$ cat config.mk
export PLATFORM = sky130hd
export DESIGN_NAME = modelo_caixa_flat
export DESIGN_NICKNAME = d
export VERILOG_FILES = /design/src/rtl/irrigacao_pkg.sv /design/src/rtl/modelo_caixa_if.sv /design/src/rtl/divisor_tick.sv /design/src/rtl/modelo_caixa.sv /design/src/flat_wrapper.sv
export SDC_FILE = /design/constraint.sdc
export NUM_CORES = 1
export LEC_CHECK = 0
export ABC_CLOCK_PERIOD_IN_PS = 3600
export CELL_PAD_IN_SITES_DETAIL_PLACEMENT = 1
export CELL_PAD_IN_SITES_GLOBAL_PLACEMENT = 2
export CORE_UTILIZATION = 31
export CTS_CLUSTER_DIAMETER = 60
export DETAILED_ROUTE_END_ITERATION = 6
export GPL_TIMING_DRIVEN = 0
export PLACE_DENSITY_LB_ADDON = 0.1
export SYNTH_ARGS = -nofsm -noshare
export SYNTH_HDL_FRONTEND = slang
export SYNTH_SLANG_ARGS = --single-unit
export TNS_END_PERCENT = 100
$ cat constraint.sdc
create_clock -name clk -period 3.6 [get_ports clk]
set_input_delay 0.54 -clock clk [delete_from_list [all_inputs] [get_ports clk]]
set_output_delay 0.54 -clock clk [all_outputs]
set_load 0.01 [all_outputs]
$ cat src/rtl/irrigacao_pkg.sv
// Shared definitions for the irrigation system: flow-state encoding, default
// plant rates and sensor thresholds, and the level-to-sensor helper.
package irrigacao_pkg;

  // Flow state reported by the tank model on every tick
  typedef enum logic [1:0] {
    PARADO     = 2'd0,
    ENCHENDO   = 2'd1,
    ESVAZIANDO = 2'd2,
    EQUILIBRIO = 2'd3
  } estado_t;

  // Default tank geometry and sensor thresholds (units of level)
  localparam int NIVEL_MAX_PADRAO     = 100;
  localparam int NIVEL_INICIAL_PADRAO = 0;
  localparam int LIMIAR_BAIXA_PADRAO  = 10;
  localparam int LIMIAR_MEDIA_PADRAO  = 50;
  localparam int LIMIAR_ALTA_PADRAO   = 90;

  // Default flow rates (units per tick)
  localparam int TAXA_VE_PADRAO          = 5;
  localparam int TAXA_GOTEJAMENTO_PADRAO = 1;
  localparam int TAXA_ASPERSAO_PADRAO    = 3;

  // Default clock cycles per integration tick
  localparam int PRESCALER_PADRAO = 4;

  // Fixed inconsistent sensor pattern {Alta, Media, Baixa} used to provoke
  // the controller's error path
  localparam logic [2:0] SENSORES_FALHA = 3'b101;

  // Thermometer code {Alta, Media, Baixa} for a given level
  function automatic logic [2:0] termometro(input int nivel,
                                            input int lim_baixa,
                                            input int lim_media,
                                            input int lim_alta);
    logic [2:0] s;
    s[2] = (nivel >= lim_alta);
    s[1] = (nivel >= lim_media);
    s[0] = (nivel >= lim_baixa);
    return s;
  endfunction

endpackage

$ cat src/rtl/modelo_caixa_if.sv
// Sensor/actuator bus between the irrigation controller and the tank model.
// The controller (master) drives the actuator commands and reads the level
// sensors; the plant (slave) does the opposite.
interface modelo_caixa_if;

  logic Ve;
  logic Gotejamento;
  logic Aspersao;
  logic Alta;
  logic Media;
  logic Baixa;

  modport master (
    output Ve,
    output Gotejamento,
    output Aspersao,
    input  Alta,
    input  Media,
    input  Baixa
  );

  modport slave (
    input  Ve,
    input  Gotejamento,
    input  Aspersao,
    output Alta,
    output Media,
    output Baixa
  );

endinterface

$ cat src/rtl/divisor_tick.sv
// Prescaler for the tank model: counts 0..PRESCALER-1 and flags the last
// count as the integration tick. With PRESCALER=1 every cycle is a tick.
module divisor_tick #(
  parameter int PRESCALER = 4
) (
  input  logic clk,
  input  logic reset,
  output logic tick_o
);

  localparam int CNT_W = (PRESCALER > 1) ? $clog2(PRESCALER) : 1;
  localparam logic [CNT_W-1:0] ULTIMO = CNT_W'(PRESCALER - 1);
  localparam logic [CNT_W-1:0] UM     = CNT_W'(1);

  logic [CNT_W-1:0] cnt_q;
  logic [CNT_W-1:0] cnt_d;

  // Tick is decoded from the current count so it lines up with the wrap
  always_comb begin
    tick_o = (cnt_q == ULTIMO);
  end

  // Next count: wrap on the tick, otherwise advance
  always_comb begin
    cnt_d = cnt_q;
    if (tick_o) begin
      cnt_d = '0;
    end else begin
      cnt_d = cnt_q + UM;
    end
  end

  // Counter register; reset restarts the prescaler phase
  always_ff @(posedge clk) begin
    if (reset) begin
      cnt_q <= '0;
    end else begin
      cnt_q <= cnt_d;
    end
  end

endmodule

$ cat src/rtl/modelo_caixa.sv
// Behavioural water-tank plant: integrates the valve/drip/sprinkler commands
// into a clamped level once per prescaled tick and reports registered level
// sensors, flow state and overflow/underflow events.
// Optional feature: define MODELO_CAIXA_FALHA_EN to add the Forca_falha input
// that forces an inconsistent sensor pattern while level integration goes on.
module modelo_caixa
  import irrigacao_pkg::*;
#(
  parameter int NIVEL_MAX        = NIVEL_MAX_PADRAO,
  parameter int NIVEL_INICIAL    = NIVEL_INICIAL_PADRAO,
  parameter int LIMIAR_BAIXA     = LIMIAR_BAIXA_PADRAO,
  parameter int LIMIAR_MEDIA     = LIMIAR_MEDIA_PADRAO,
  parameter int LIMIAR_ALTA      = LIMIAR_ALTA_PADRAO,
  parameter int TAXA_VE          = TAXA_VE_PADRAO,
  parameter int TAXA_GOTEJAMENTO = TAXA_GOTEJAMENTO_PADRAO,
  parameter int TAXA_ASPERSAO    = TAXA_ASPERSAO_PADRAO,
  parameter int PRESCALER        = PRESCALER_PADRAO
) (
  input  logic                               clk,
  input  logic                               reset,
  modelo_caixa_if.slave                      bus,
`ifdef MODELO_CAIXA_FALHA_EN
  input  logic                               Forca_falha,
`endif
  output logic [$clog2(NIVEL_MAX+1)-1:0]     Nivel,
  output logic [1:0]                         Estado,
  output logic                               Transbordo,
  output logic                               Falta,
  output logic                               Transbordou
);

  // Level width and the signed working width that holds any candidate level
  localparam int W  = $clog2(NIVEL_MAX + 1);
  localparam int CW = W + 2;

  localparam logic signed [CW-1:0] TAXA_VE_S   = CW'(TAXA_VE);
  localparam logic signed [CW-1:0] TAXA_GOT_S  = CW'(TAXA_GOTEJAMENTO);
  localparam logic signed [CW-1:0] TAXA_ASP_S  = CW'(TAXA_ASPERSAO);
  localparam logic signed [CW-1:0] NIVEL_MAX_S = CW'(NIVEL_MAX);
  localparam logic [W-1:0]         NIVEL_MAX_W = W'(NIVEL_MAX);
  localparam logic [W-1:0]         NIVEL_INI_W = W'(NIVEL_INICIAL);

  logic                 tick_s;
  logic                 algum_cmd_s;
  logic signed [CW-1:0] delta_s;
  logic signed [CW-1:0] cand_s;

  logic [W-1:0] nivel_q;
  logic [W-1:0] nivel_d;
  logic         transbordo_q;
  logic         transbordo_d;
  logic         falta_q;
  logic         falta_d;
  logic         transbordou_q;
  logic         transbordou_d;
  estado_t      estado_q;
  estado_t      estado_d;
  logic [2:0]   sensores_q;
  logic [2:0]   sensores_d;

  divisor_tick #(
    .PRESCALER (PRESCALER)
  ) u_divisor_tick (
    .clk    (clk),
    .reset  (reset),
    .tick_o (tick_s)
  );

  // Net flow for this cycle's commands and the resulting unclamped level
  always_comb begin
    delta_s     = '0;
    algum_cmd_s = bus.Ve | bus.Gotejamento | bus.Aspersao;
    if (bus.Ve) begin
      delta_s = delta_s + TAXA_VE_S;
    end else begin
      delta_s = delta_s;
    end
    if (bus.Gotejamento) begin
      delta_s = delta_s - TAXA_GOT_S;
    end else begin
      delta_s = delta_s;
    end
    if (bus.Aspersao) begin
      delta_s = delta_s - TAXA_ASP_S;
    end else begin
      delta_s = delta_s;
    end
    cand_s = $signed({2'b00, nivel_q}) + delta_s;
  end

  // Level update with clamping; a candidate exactly on a bound is not a clamp
  always_comb begin
    nivel_d       = nivel_q;
    transbordo_d  = 1'b0;
    falta_d       = 1'b0;
    transbordou_d = transbordou_q;
    if (tick_s) begin
      if (cand_s > NIVEL_MAX_S) begin
        nivel_d       = NIVEL_MAX_W;
        transbordo_d  = 1'b1;
        transbordou_d = 1'b1;
      end else if (cand_s[CW-1]) begin
        nivel_d = '0;
        falta_d = 1'b1;
      end else begin
        nivel_d = cand_s[W-1:0];
      end
    end else begin
      nivel_d = nivel_q;
    end
  end

  // Flow-state next state: decided from the sign of delta on each tick,
  // independent of whether the level ended up clamped
  always_comb begin
    estado_d = estado_q;
    if (tick_s) begin
      if (!algum_cmd_s) begin
        estado_d = PARADO;
      end else if (delta_s[CW-1]) begin
        estado_d = ESVAZIANDO;
      end else if (delta_s == '0) begin
        estado_d = EQUILIBRIO;
      end else begin
        estado_d = ENCHENDO;
      end
    end else begin
      estado_d = estado_q;
    end
  end

  // Sensor next value: thermometer of the registered level, or the forced
  // inconsistent pattern when fault injection is built in and requested
  always_comb begin
    sensores_d = termometro(32'(nivel_q), LIMIAR_BAIXA, LIMIAR_MEDIA, LIMIAR_ALTA);
`ifdef MODELO_CAIXA_FALHA_EN
    if (Forca_falha) begin
      sensores_d = SENSORES_FALHA;
    end else begin
      sensores_d = termometro(32'(nivel_q), LIMIAR_BAIXA, LIMIAR_MEDIA, LIMIAR_ALTA);
    end
`endif
  end

  // Flow-state register
  always_ff @(posedge clk) begin
    if (reset) begin
      estado_q <= PARADO;
    end else begin
      estado_q <= estado_d;
    end
  end

  // Level and event registers; reset wins over a coincident tick
  always_ff @(posedge clk) begin
    if (reset) begin
      nivel_q       <= NIVEL_INI_W;
      transbordo_q  <= 1'b0;
      falta_q       <= 1'b0;
      transbordou_q <= 1'b0;
    end else begin
      nivel_q       <= nivel_d;
      transbordo_q  <= transbordo_d;
      falta_q       <= falta_d;
      transbordou_q <= transbordou_d;
    end
  end

  // Sensor register; lags the level register by one cycle
  always_ff @(posedge clk) begin
    if (reset) begin
      sensores_q <= 3'b000;
    end else begin
      sensores_q <= sensores_d;
    end
  end

  // Drive outputs straight from registers
  always_comb begin
    Nivel       = nivel_q;
    Estado      = estado_q;
    Transbordo  = transbordo_q;
    Falta       = falta_q;
    Transbordou = transbordou_q;
    bus.Alta    = sensores_q[2];
    bus.Media   = sensores_q[1];
    bus.Baixa   = sensores_q[0];
  end

endmodule

$ cat src/flat_wrapper.sv
// flat-port wrapper written by rule: the top's interface ports become plain ports
module modelo_caixa_flat import irrigacao_pkg::*;
#(
  parameter int NIVEL_MAX        = NIVEL_MAX_PADRAO,
  parameter int NIVEL_INICIAL    = NIVEL_INICIAL_PADRAO,
  parameter int LIMIAR_BAIXA     = LIMIAR_BAIXA_PADRAO,
  parameter int LIMIAR_MEDIA     = LIMIAR_MEDIA_PADRAO,
  parameter int LIMIAR_ALTA      = LIMIAR_ALTA_PADRAO,
  parameter int TAXA_VE          = TAXA_VE_PADRAO,
  parameter int TAXA_GOTEJAMENTO = TAXA_GOTEJAMENTO_PADRAO,
  parameter int TAXA_ASPERSAO    = TAXA_ASPERSAO_PADRAO,
  parameter int PRESCALER        = PRESCALER_PADRAO
)
  (clk, reset, Nivel, Estado, Transbordo, Falta, Transbordou, bus_Ve, bus_Gotejamento, bus_Aspersao, bus_Alta, bus_Media, bus_Baixa);
  modelo_caixa_if bus_i ();
  input  logic clk;
  input  logic reset;
  output logic [$clog2(NIVEL_MAX+1)-1:0] Nivel;
  output logic [1:0] Estado;
  output logic Transbordo;
  output logic Falta;
  output logic Transbordou;
  input wire logic [$bits(bus_i.Ve)-1:0] bus_Ve;
  input wire logic [$bits(bus_i.Gotejamento)-1:0] bus_Gotejamento;
  input wire logic [$bits(bus_i.Aspersao)-1:0] bus_Aspersao;
  output wire logic [$bits(bus_i.Alta)-1:0] bus_Alta;
  output wire logic [$bits(bus_i.Media)-1:0] bus_Media;
  output wire logic [$bits(bus_i.Baixa)-1:0] bus_Baixa;
  assign bus_i.Ve = bus_Ve;
  assign bus_i.Gotejamento = bus_Gotejamento;
  assign bus_i.Aspersao = bus_Aspersao;
  assign bus_Alta = bus_i.Alta;
  assign bus_Media = bus_i.Media;
  assign bus_Baixa = bus_i.Baixa;
  modelo_caixa #(.NIVEL_MAX(NIVEL_MAX), .NIVEL_INICIAL(NIVEL_INICIAL), .LIMIAR_BAIXA(LIMIAR_BAIXA), .LIMIAR_MEDIA(LIMIAR_MEDIA), .LIMIAR_ALTA(LIMIAR_ALTA), .TAXA_VE(TAXA_VE), .TAXA_GOTEJAMENTO(TAXA_GOTEJAMENTO), .TAXA_ASPERSAO(TAXA_ASPERSAO), .PRESCALER(PRESCALER)) u_core (.clk(clk), .reset(reset), .bus(bus_i), .Nivel(Nivel), .Estado(Estado), .Transbordo(Transbordo), .Falta(Falta), .Transbordou(Transbordou));
endmodule
* Yosys cells after proc, flatten, opt, wreduce, memory -nomap -nowiden *
Cells that the tools add are included.

operators by class
  mux-type cells = 10
  $add $sub $neg = 4
  $lt $le $gt $ge = 4
  equal/unequal tests = 1
  bitwise operators = 3
  reduce and logical (&&, ||, !) cells = 5

operators with widths
  kind                                                                                  count
  9-bit two-way mux                                                                     2
  7-bit two-way mux                                                                     2
  8-bit by 9-bit adder with 9-bit output                                                1
  9-bit by 8-bit > comparator with 1-bit output (second input constant)                 1
  9-bit zero test                                                                       1
  9-bit by 3-bit subtractor with 9-bit output (second input constant)                   1
  7-bit by 4-bit greater-or-equal comparator with 1-bit output (second input constant)  1
  7-bit by 6-bit greater-or-equal comparator with 1-bit output (second input constant)  1
  7-bit greater-or-equal comparator (second input constant)                             1
  2-bit two-way mux                                                                     3
  2-bit OR reduction                                                                    2
  3-bit by 1-bit subtractor with 4-bit output (second input constant)                   1
  3-bit two-way mux                                                                     1
  3-bit OR reduction                                                                    1
  2-bit by 1-bit adder with 2-bit output (second input constant)                        1
  2-bit equality test (second input constant)                                           1
  1-bit two-way mux                                                                     2
  1-bit OR                                                                              2
  2-bit AND reduction                                                                   1
  1-bit NOT                                                                             1

word-level totals
  word-level logic and storage cells = 34
  register bits = 17
  bits of input ports = 5

* Depth between registers and ports, before layout *
Gate-level depths: netlist of the first run.

  depth in word-level cells = 9
  gate-level depth with buffers = 12
  depth with buffers taken out = 12

* Modules after synthesis *
Synthesis of the first run repeated with hierarchy kept, for this count alone.

unflattened totals
  cells, all modules = 148
  area total of the unflattened synthesis = 1241.2 um^2

modules (own cells, without submodules)
  module        instances  area an instance (um^2)  cells each  seq. area each (um^2)
  modelo_caixa  1          1166.1                   143         300.3
  divisor_tick  1          75.1                     5           40.0

* Least setup slack after synthesis of the first run *
No wires, ideal clock.

  kind = input port to flip-flop
  start = in bus_Ve
  end = reg u_core.nivel_q[2] (netlist: u_core.Nivel[2])
  stages = 12
  data required time = 3.465 ns
  library setup time = 0.135 ns
  path buffers = 0
  setup slack = 0.649 ns
  arrival time = 2.816 ns
  cells stage by stage = inv_1 ha_1 xor2_1 ha_1 inv_1 fa_1 nand2b_1 a21oi_1 xor2_1 o311a_4 a221oi_1 o32ai_1

on the way
  longest elaborated chain between the ends = 8
  elaborated cells between the ends (all ways) = 9
  those cells by class = 3 x add/sub; 1 x order compare; 5 x mux

RTL lines
  element                                                                             line                                     text
  from (decl)                                                                         flat_wrapper.sv:23                       input wire logic [$bits(bus_i.Ve)-1:0] bus_Ve;
  3-bit two-way mux *                                                                 modelo_caixa.sv:73                       if (bus.Ve) begin
  3-bit by 1-bit subtractor with 4-bit output                                         modelo_caixa.sv:79                       delta_s = delta_s - TAXA_GOT_S;
  9-bit two-way mux *                                                                 modelo_caixa.sv:78                       if (bus.Gotejamento) begin
  9-bit by 3-bit subtractor with 9-bit output                                         modelo_caixa.sv:84                       delta_s = delta_s - TAXA_ASP_S;
  9-bit two-way mux *                                                                 modelo_caixa.sv:83                       if (bus.Aspersao) begin
  8-bit by 9-bit adder with 9-bit output *                                            modelo_caixa.sv:88                       cand_s = $signed({2'b00, nivel_q}) + delta_s;
  9-bit by 8-bit > comparator with 1-bit output or 7-bit two-way mux (tied branches)  modelo_caixa.sv:98, modelo_caixa.sv:102
  7-bit two-way mux *                                                                 modelo_caixa.sv:98                       if (cand_s > NIVEL_MAX_S) begin
  to (signal assigned)                                                                modelo_caixa.sv:162                      nivel_q <= nivel_d;
  to (decl)                                                                           modelo_caixa.sv:48                       logic [W-1:0] nivel_q;

Mark *: on every way between the ends. The rest lies on a longest branch, timed or not.
A chain may end at the register's enable or synchronous reset.

* Worst setup path after layout of the first run *
  start = in bus_Ve
  end = reg u_core.nivel_q[0] (netlist: u_core.Nivel[0])

Same word-level chain as after synthesis.

==> results.toml, run 1 <==
[global_route]
use_met2 = 0.2543
grtUsageTotal = 0.1529
met3_usage = 0.03838
top_usage_layer = "met2"
grt_pass1_vias = 889
grt.overflow.total = 0
antenna_found_initial = 0
grt_max_degree = 11
grt_pass1_wl_um = 4146
grtUsageMet1 = 0.2015

[floorplan]
fp-row-count = 20
fp.dieH_um = 60.81
die-area_sq_um = 3698
pin_count = 20
fp.coreArea_sq_um = 3178
initial_core_util = 0.3374
die-width_um = 60.81

[layout]
postLayoutCoreUtil = 0.4303
finalNetCount = 159
drive_above_1_share = 0.09353
final_area_sq_um = 1368
n_antenna_cell = 0
area_growth_pct = 27.54

[run_status]
status = "finished clean"

[route]
via_per_inst = 5.033
drtPass1Iterations = 4
ant_nets = 0
wl_um = 2526
drc = 0
drt_iter0_markers = 14
wire_per_inst_um = 13.80
vias = 921

[critical_path]
critical_path_arrival_ns = 3.65
rr_worst_depth = 9
crit_required_ns = 3.84
cp-end-kind = "flip-flop"
worst_r2r_endpoint = "u_core.Nivel[0]"
r2r_start = "u_core.Nivel[0]"
critPathKind = "primary input to flip-flop"
crit_fanout = 6
cp-start-kind = "primary input"
r2r_setup_slack_ns = 1.18

[synthesis]
synth-edff-count = 0
synth_seq_area_share = 0.3174
muxShareOfSynthArea = 0.009335
synth-simple-area-share = 0.1610
yosysTopAreaCellShare = 0.3174
synthesis.area_sq_um = 1072
synth_nets = 135
synth.avg_cell_area_sq_um = 9.244
synth-seq-cells = 17
synth_area_leaders = "dfxtp_1 32%, ha_1 15%, nand2b_1 4.7%"
synth_compound_area_frac = 0.2555
yosysWarnings = 0
synth-adder-area-share = 0.1704
synth_top_area_cell = "dfxtp_1"
async_flop_share = 0
synth_flop_cell = "dfxtp_1"
syn_inst = 116
synth_top_family_by_area = "compound AO/OA/AOI/OAI gates"
synthDistinctLibCells = 39
synthXorXnorAreaFrac = 0.04784

[pwr]
peakVddDrop_uv = 142.6
power_switching_w = 0.0001270
p_int_w = 0.0002898
power_leakage_nw = 0.5776
combinationalPowerShare = 0.268
p_clk_frac = 0.246
power_density_nw_per_um2 = 304.7
seqPwrFrac = 0.486
sw_frac_of_total = 0.3046

[clock_tree]
path_clk_slew_ns = 0.09
htree_levels = 1
root_buffer = "clkbuf_4"
cts_tree = "done"
clock-sinks = 17
post_cts_buffers = 0
cts_buffers = 3
ctsLongestPathBuffers = 2
clk_latency_ns = 0.29

[worst_hold_path]
holdPathEnd = "u_core.u_divisor_tick.cnt_q[0]"
min_path_type = "flip-flop to flip-flop"
holdCritStartpoint = "u_core.u_divisor_tick.cnt_q[0]"
whs_path_depth = 1

[sta]
tightest_slew_ns = 0.4901
slew_headroom = 0.6722
hold_viol_final = 0
rsz0062_at_grt = "false"
setup_viol = 0
whs_ns = 0.4384
clock_skew_ns = 0.001058
period_needed_ns = 3.406
post-route-period-util = 0.9461
fmax_mhz = 293.6
slew_viol_final = 0

[placement]
place_congestion = 0.7521
port_buffers = 19
dpl_cell_area_sq_um = 1318
dpl.hpwl_um = 2081

[flow_run]
drv_cap = 0
## layout make-up
type                    count  area, sq um
fillers                   389         1810
multi-input cells          88        714.4
flip-flops and latches     17        340.3
repair buffers             19        190.2
well taps                  44        55.05
inverters                   9        33.78
clock buffers               4        26.28
plain buffers               2        7.507
## power by group through the flow
stage,Sequential (W),Clock (W),Combinational (W)
global route,0.000204,0.000115,0.000126
CTS,0.000203,0.000110,0.000109
detailed placement,0.000207,0,0.000108
global placement,0.000207,0,0.000107
floorplan,0.000208,0,0.0000730
finish,0.000202,0.000103,0.000112
## through the flow
stage	worst slack (ns)	std cells	power (W)	TNS, ns
2_1_floorplan	0.6488	116	0.0002808	0
3_3_place_gp	-0.1559	179	0.0003136	-0.7504
3_5_place_dp	-0.1716	179	0.0003156	-1.054
4_1_cts	0.1322	183	0.0004213	0
5_1_grt	0.04684	183	0.0004447	0
6_report	0.1942	183	0.0004167	0
## state kept, by name (all words and copies together) (netlist names)
name	count
u_core.sensores_q	3
u_core.Estado	2
u_core.Falta	1
u_core.Nivel	7
u_core.u_divisor_tick.cnt_q	2
u_core.Transbordou	1
u_core.Transbordo	1
## routing by layer
layer	vias up	part of all wire
met4	0	0.0075
met5	-	0
met2	13	0.49
met3	4	0.029
met1	434	0.47
li1	470	-
## placed cells by master (no fill, tap or decap), drive strengths merged, types with 2 or more instances in the layout
cell type	n
o21ai	4
dfxtp	17
xor2	3
xnor2	2
nand3	3
a31oi	2
nand2b	8
ha	13
clkdlybuf4s50	19
or3	2
a21oi	10
clkbuf	6
a32o	4
inv	9
nor3	2
nor2	7
o32ai	2
a21o	4
nand2	5
## Yosys cell counts, drive strengths merged (2+ instances only)
master / instances
a21oi: 10
inv: 9
o21ai: 4
nand2: 5
o32ai: 2
nand2b: 8
nand3: 3
clkbuf: 2
xor2: 3
nor2: 7
a31oi: 2
xnor2: 2
a32o: 4
a21o: 4
or3: 2
nor3: 2
ha: 13
dfxtp: 17
## cells by family (layout without fill, tap and decap cells)
group	Yosys count	after routing
xor+xnor	5	5
mux	1	1
compound gates	35	35
fa+ha+maj	14	14
simple gates	33	33
flops	17	17
buf+inv	11	34
## what timing repair did
| item | 4_1_cts | 5_1_grt |
|---|---|---|
| endpoints found under the setup margin | 0 | 6 |
| hold buffers | 0 | 0 |
| resized for setup | 0 | 5 |
## how the worst max path moves through the flow
stage,cells after the start,to,slack [ns],from
5_1_grt,13,u_core.Nivel[2],0.05,bus_Ve
4_1_cts,13,u_core.Nivel[2],0.13,bus_Ve
6_report,13,u_core.Nivel[0],0.19,bus_Ve
2_1_floorplan,12,u_core.Nivel[2],0.65,bus_Ve
3_3_place_gp,13,u_core.Nivel[2],-0.16,bus_Ve
3_5_place_dp,13,u_core.Nivel[2],-0.17,bus_Ve
## critical path, stage by stage
cell             delay, ns
clkdlybuf4s50_1       0.51
inv_1                 0.11
ha_1                  0.32
xor2_2                0.17
ha_2                  0.21
inv_1                 0.05
fa_1                  0.37
nand2b_2              0.24
a21oi_1               0.17
xor2_1                0.12
o311a_4               0.42
a21oi_4               0.23
a32o_1                0.20
Power figures use the tool's default switching activity.
==> run 2, diff against run 1 <==
Settings changed: REMOVE_ABC_BUFFERS set to 1.
==> run 2 against run 1 <==
Global-route usage increased by 0.058 points. Register-to-register slack improved by 0.04 ns. Fmax increased by 0.72%. Count of clock-buffer cells in the layout unchanged. Clock power about the same. Final area decreased by 0.73%. Die area unchanged. Via count decreased by 0.22%. Combinational power about the same. Largest power group unchanged. Critical path depth unchanged.
==> results.toml, run 2 (synthesis gave the netlist of run 1 again) <==
[placement]
dpl_cell_area_sq_um = 1310
place_congestion = 0.7630
dpl.hpwl_um = 2037
place_ws_ns = -0.1955
port_buffers = 19

[floorplan]
die-area_sq_um = 3698
pin_count = 20
fp-row-count = 20
fp.coreArea_sq_um = 3178
die-width_um = 60.81
initial_core_util = 0.3374
fp.dieH_um = 60.81

[global_route]
grt.overflow.total = 0
grt_max_degree = 13
grtUsageTotal = 0.1535
grt_pass1_wl_um = 4153
grt_pass1_vias = 936
antenna_found_initial = 0

[flow_run]
drv_cap = 0

[critical_path]
crit_required_ns = 3.83
cp-end-kind = "flip-flop"
cp-start-kind = "primary input"
slowest_delay_ns = 0.51
crit_chain = "clkdlybuf4s50_1 -> inv_1 -> ha_1 -> xor2_2 -> ha_1 -> inv_1 -> fa_1 -> nand2b_2 -> a21oi_1 -> xor2_1 -> o311a_4 -> a21oi_4 -> a32o_1"
crit_slowest_cell = "clkdlybuf4s50_1"
critical_path_arrival_ns = 3.62
critPathKind = "primary input to flip-flop"
crit_fanout = 6

[route]
drtPass1Iterations = 3
drt_iter0_markers = 13
drc = 0
wire_per_inst_um = 13.83
wl_um = 2503
ant_nets = 0
vias = 919
via_per_inst = 5.077

[clock_tree]
cts_buffers = 3
cts_repair_resize_count = 0
root_buffer = "clkbuf_4"
postCtsHoldBufs = 0
cts_tree = "done"
path_clk_slew_ns = 0.09
clk_latency_ns = 0.28
ctsLongestPathBuffers = 2
clock-sinks = 17
htree_levels = 1
post_cts_buffers = 0

[sta]
whs_ns = 0.4318
setup_viol = 0
worst_slack_ns = 0.2186
period_needed_ns = 3.381
clock_skew_ns = 0.001322
tightest_slew_ns = 0.5180
slew_headroom = 0.6535
slew_viol_final = 0
post-route-period-util = 0.9393
hold_viol_final = 0
fmax_mhz = 295.7

[pwr]
power_density_nw_per_um2 = 304.9
power_leakage_nw = 0.5774
peakVddDrop_uv = 176.0

[layout]
final_common_cell = "clkdlybuf4s50_1"
final_area_sq_um = 1358
n_antenna_cell = 0
largest_register_ffs = 7
drive_above_1_share = 0.08759
area_growth_pct = 26.60
finalNetCount = 157
final_cell_mix = "19 x clkdlybuf4s50_1, 17 x dfxtp_1, 13 x ha_1, 9 x inv_1"

[worst_hold_path]
min_path_type = "flip-flop to flip-flop"

[run_status]
status = "finished clean"
-- run 2: cell types whose count changed in the layout (fill, tap and decap cells not counted) --
cell / change
clkbuf_1: -2
ha_2: -1
ha_1: +1
-- run 2: metal layers --
metal	global-route usage	vias to the layer above	wire length, um
met3	0.04691	0	73
li1	-	464	-
met2	0.2716	11	1245
met5	0	-	0
met4	0.01948	0	0
met1	0.1879	444	1184
-- run 2: report_power, final --
group          internal, W  switching (W)
Combinational    0.0000500      0.0000610
Sequential        0.000196     0.00000660
Clock            0.0000430      0.0000571
Total             0.000289       0.000125
-- run 2: worst max-delay path, delay by kind of cell --
| kind | cells | cell delay, ns |
|---|---|---|
| adders and majority gates | 3 | 0.88 |
| xor gates and xnor gates | 2 | 0.29 |
| buffers and inverters | 3 | 0.68 |
| and+or+nand+nor | 1 | 0.23 |
| AOI/OAI and AO/OA | 4 | 1.01 |
-- run 2: cell type report --
type,instances,area [sq um]
Multi-Input combinational cell,88,711.9
Tap cell,44,55.05
Sequential cell,17,340.3
Fill cell,381,1821
Inverter,9,33.78
Clock buffer,4,26.28
Timing Repair Buffer,19,190.2
-- run 2: worst paths after layout --
path / to / slack [ns] / from / cells after the start
worst max-delay path: u_core.Nivel[4] / 0.22 / bus_Ve / 13
worst min-delay path: u_core.u_divisor_tick.cnt_q[0] / 0.43 / u_core.u_divisor_tick.cnt_q[0] / 1
worst max register to register: u_core.Nivel[4] / 1.22 / u_core.Nivel[0] / 9
worst min register to register: u_core.u_divisor_tick.cnt_q[0] / 0.43 / u_core.u_divisor_tick.cnt_q[0] / 1
-- run 2: stage by stage --
| stage | std cells | setup TNS (ns) | utilization | total power (W) |
|---|---|---|---|---|
| after floorplan | 114 | 0 | - | 0.0002794 |
| after global placement | 177 | -0.7306 | 0.4122 | 0.0003130 |
| final | 181 | 0 | 0.4272 | 0.0004139 |
| after global routing | 181 | -0.02009 | 0.4272 | 0.0004441 |
| after detailed placement | 177 | -1.065 | 0.4122 | 0.0003157 |
| after CTS | 181 | 0 | 0.4205 | 0.0004163 |
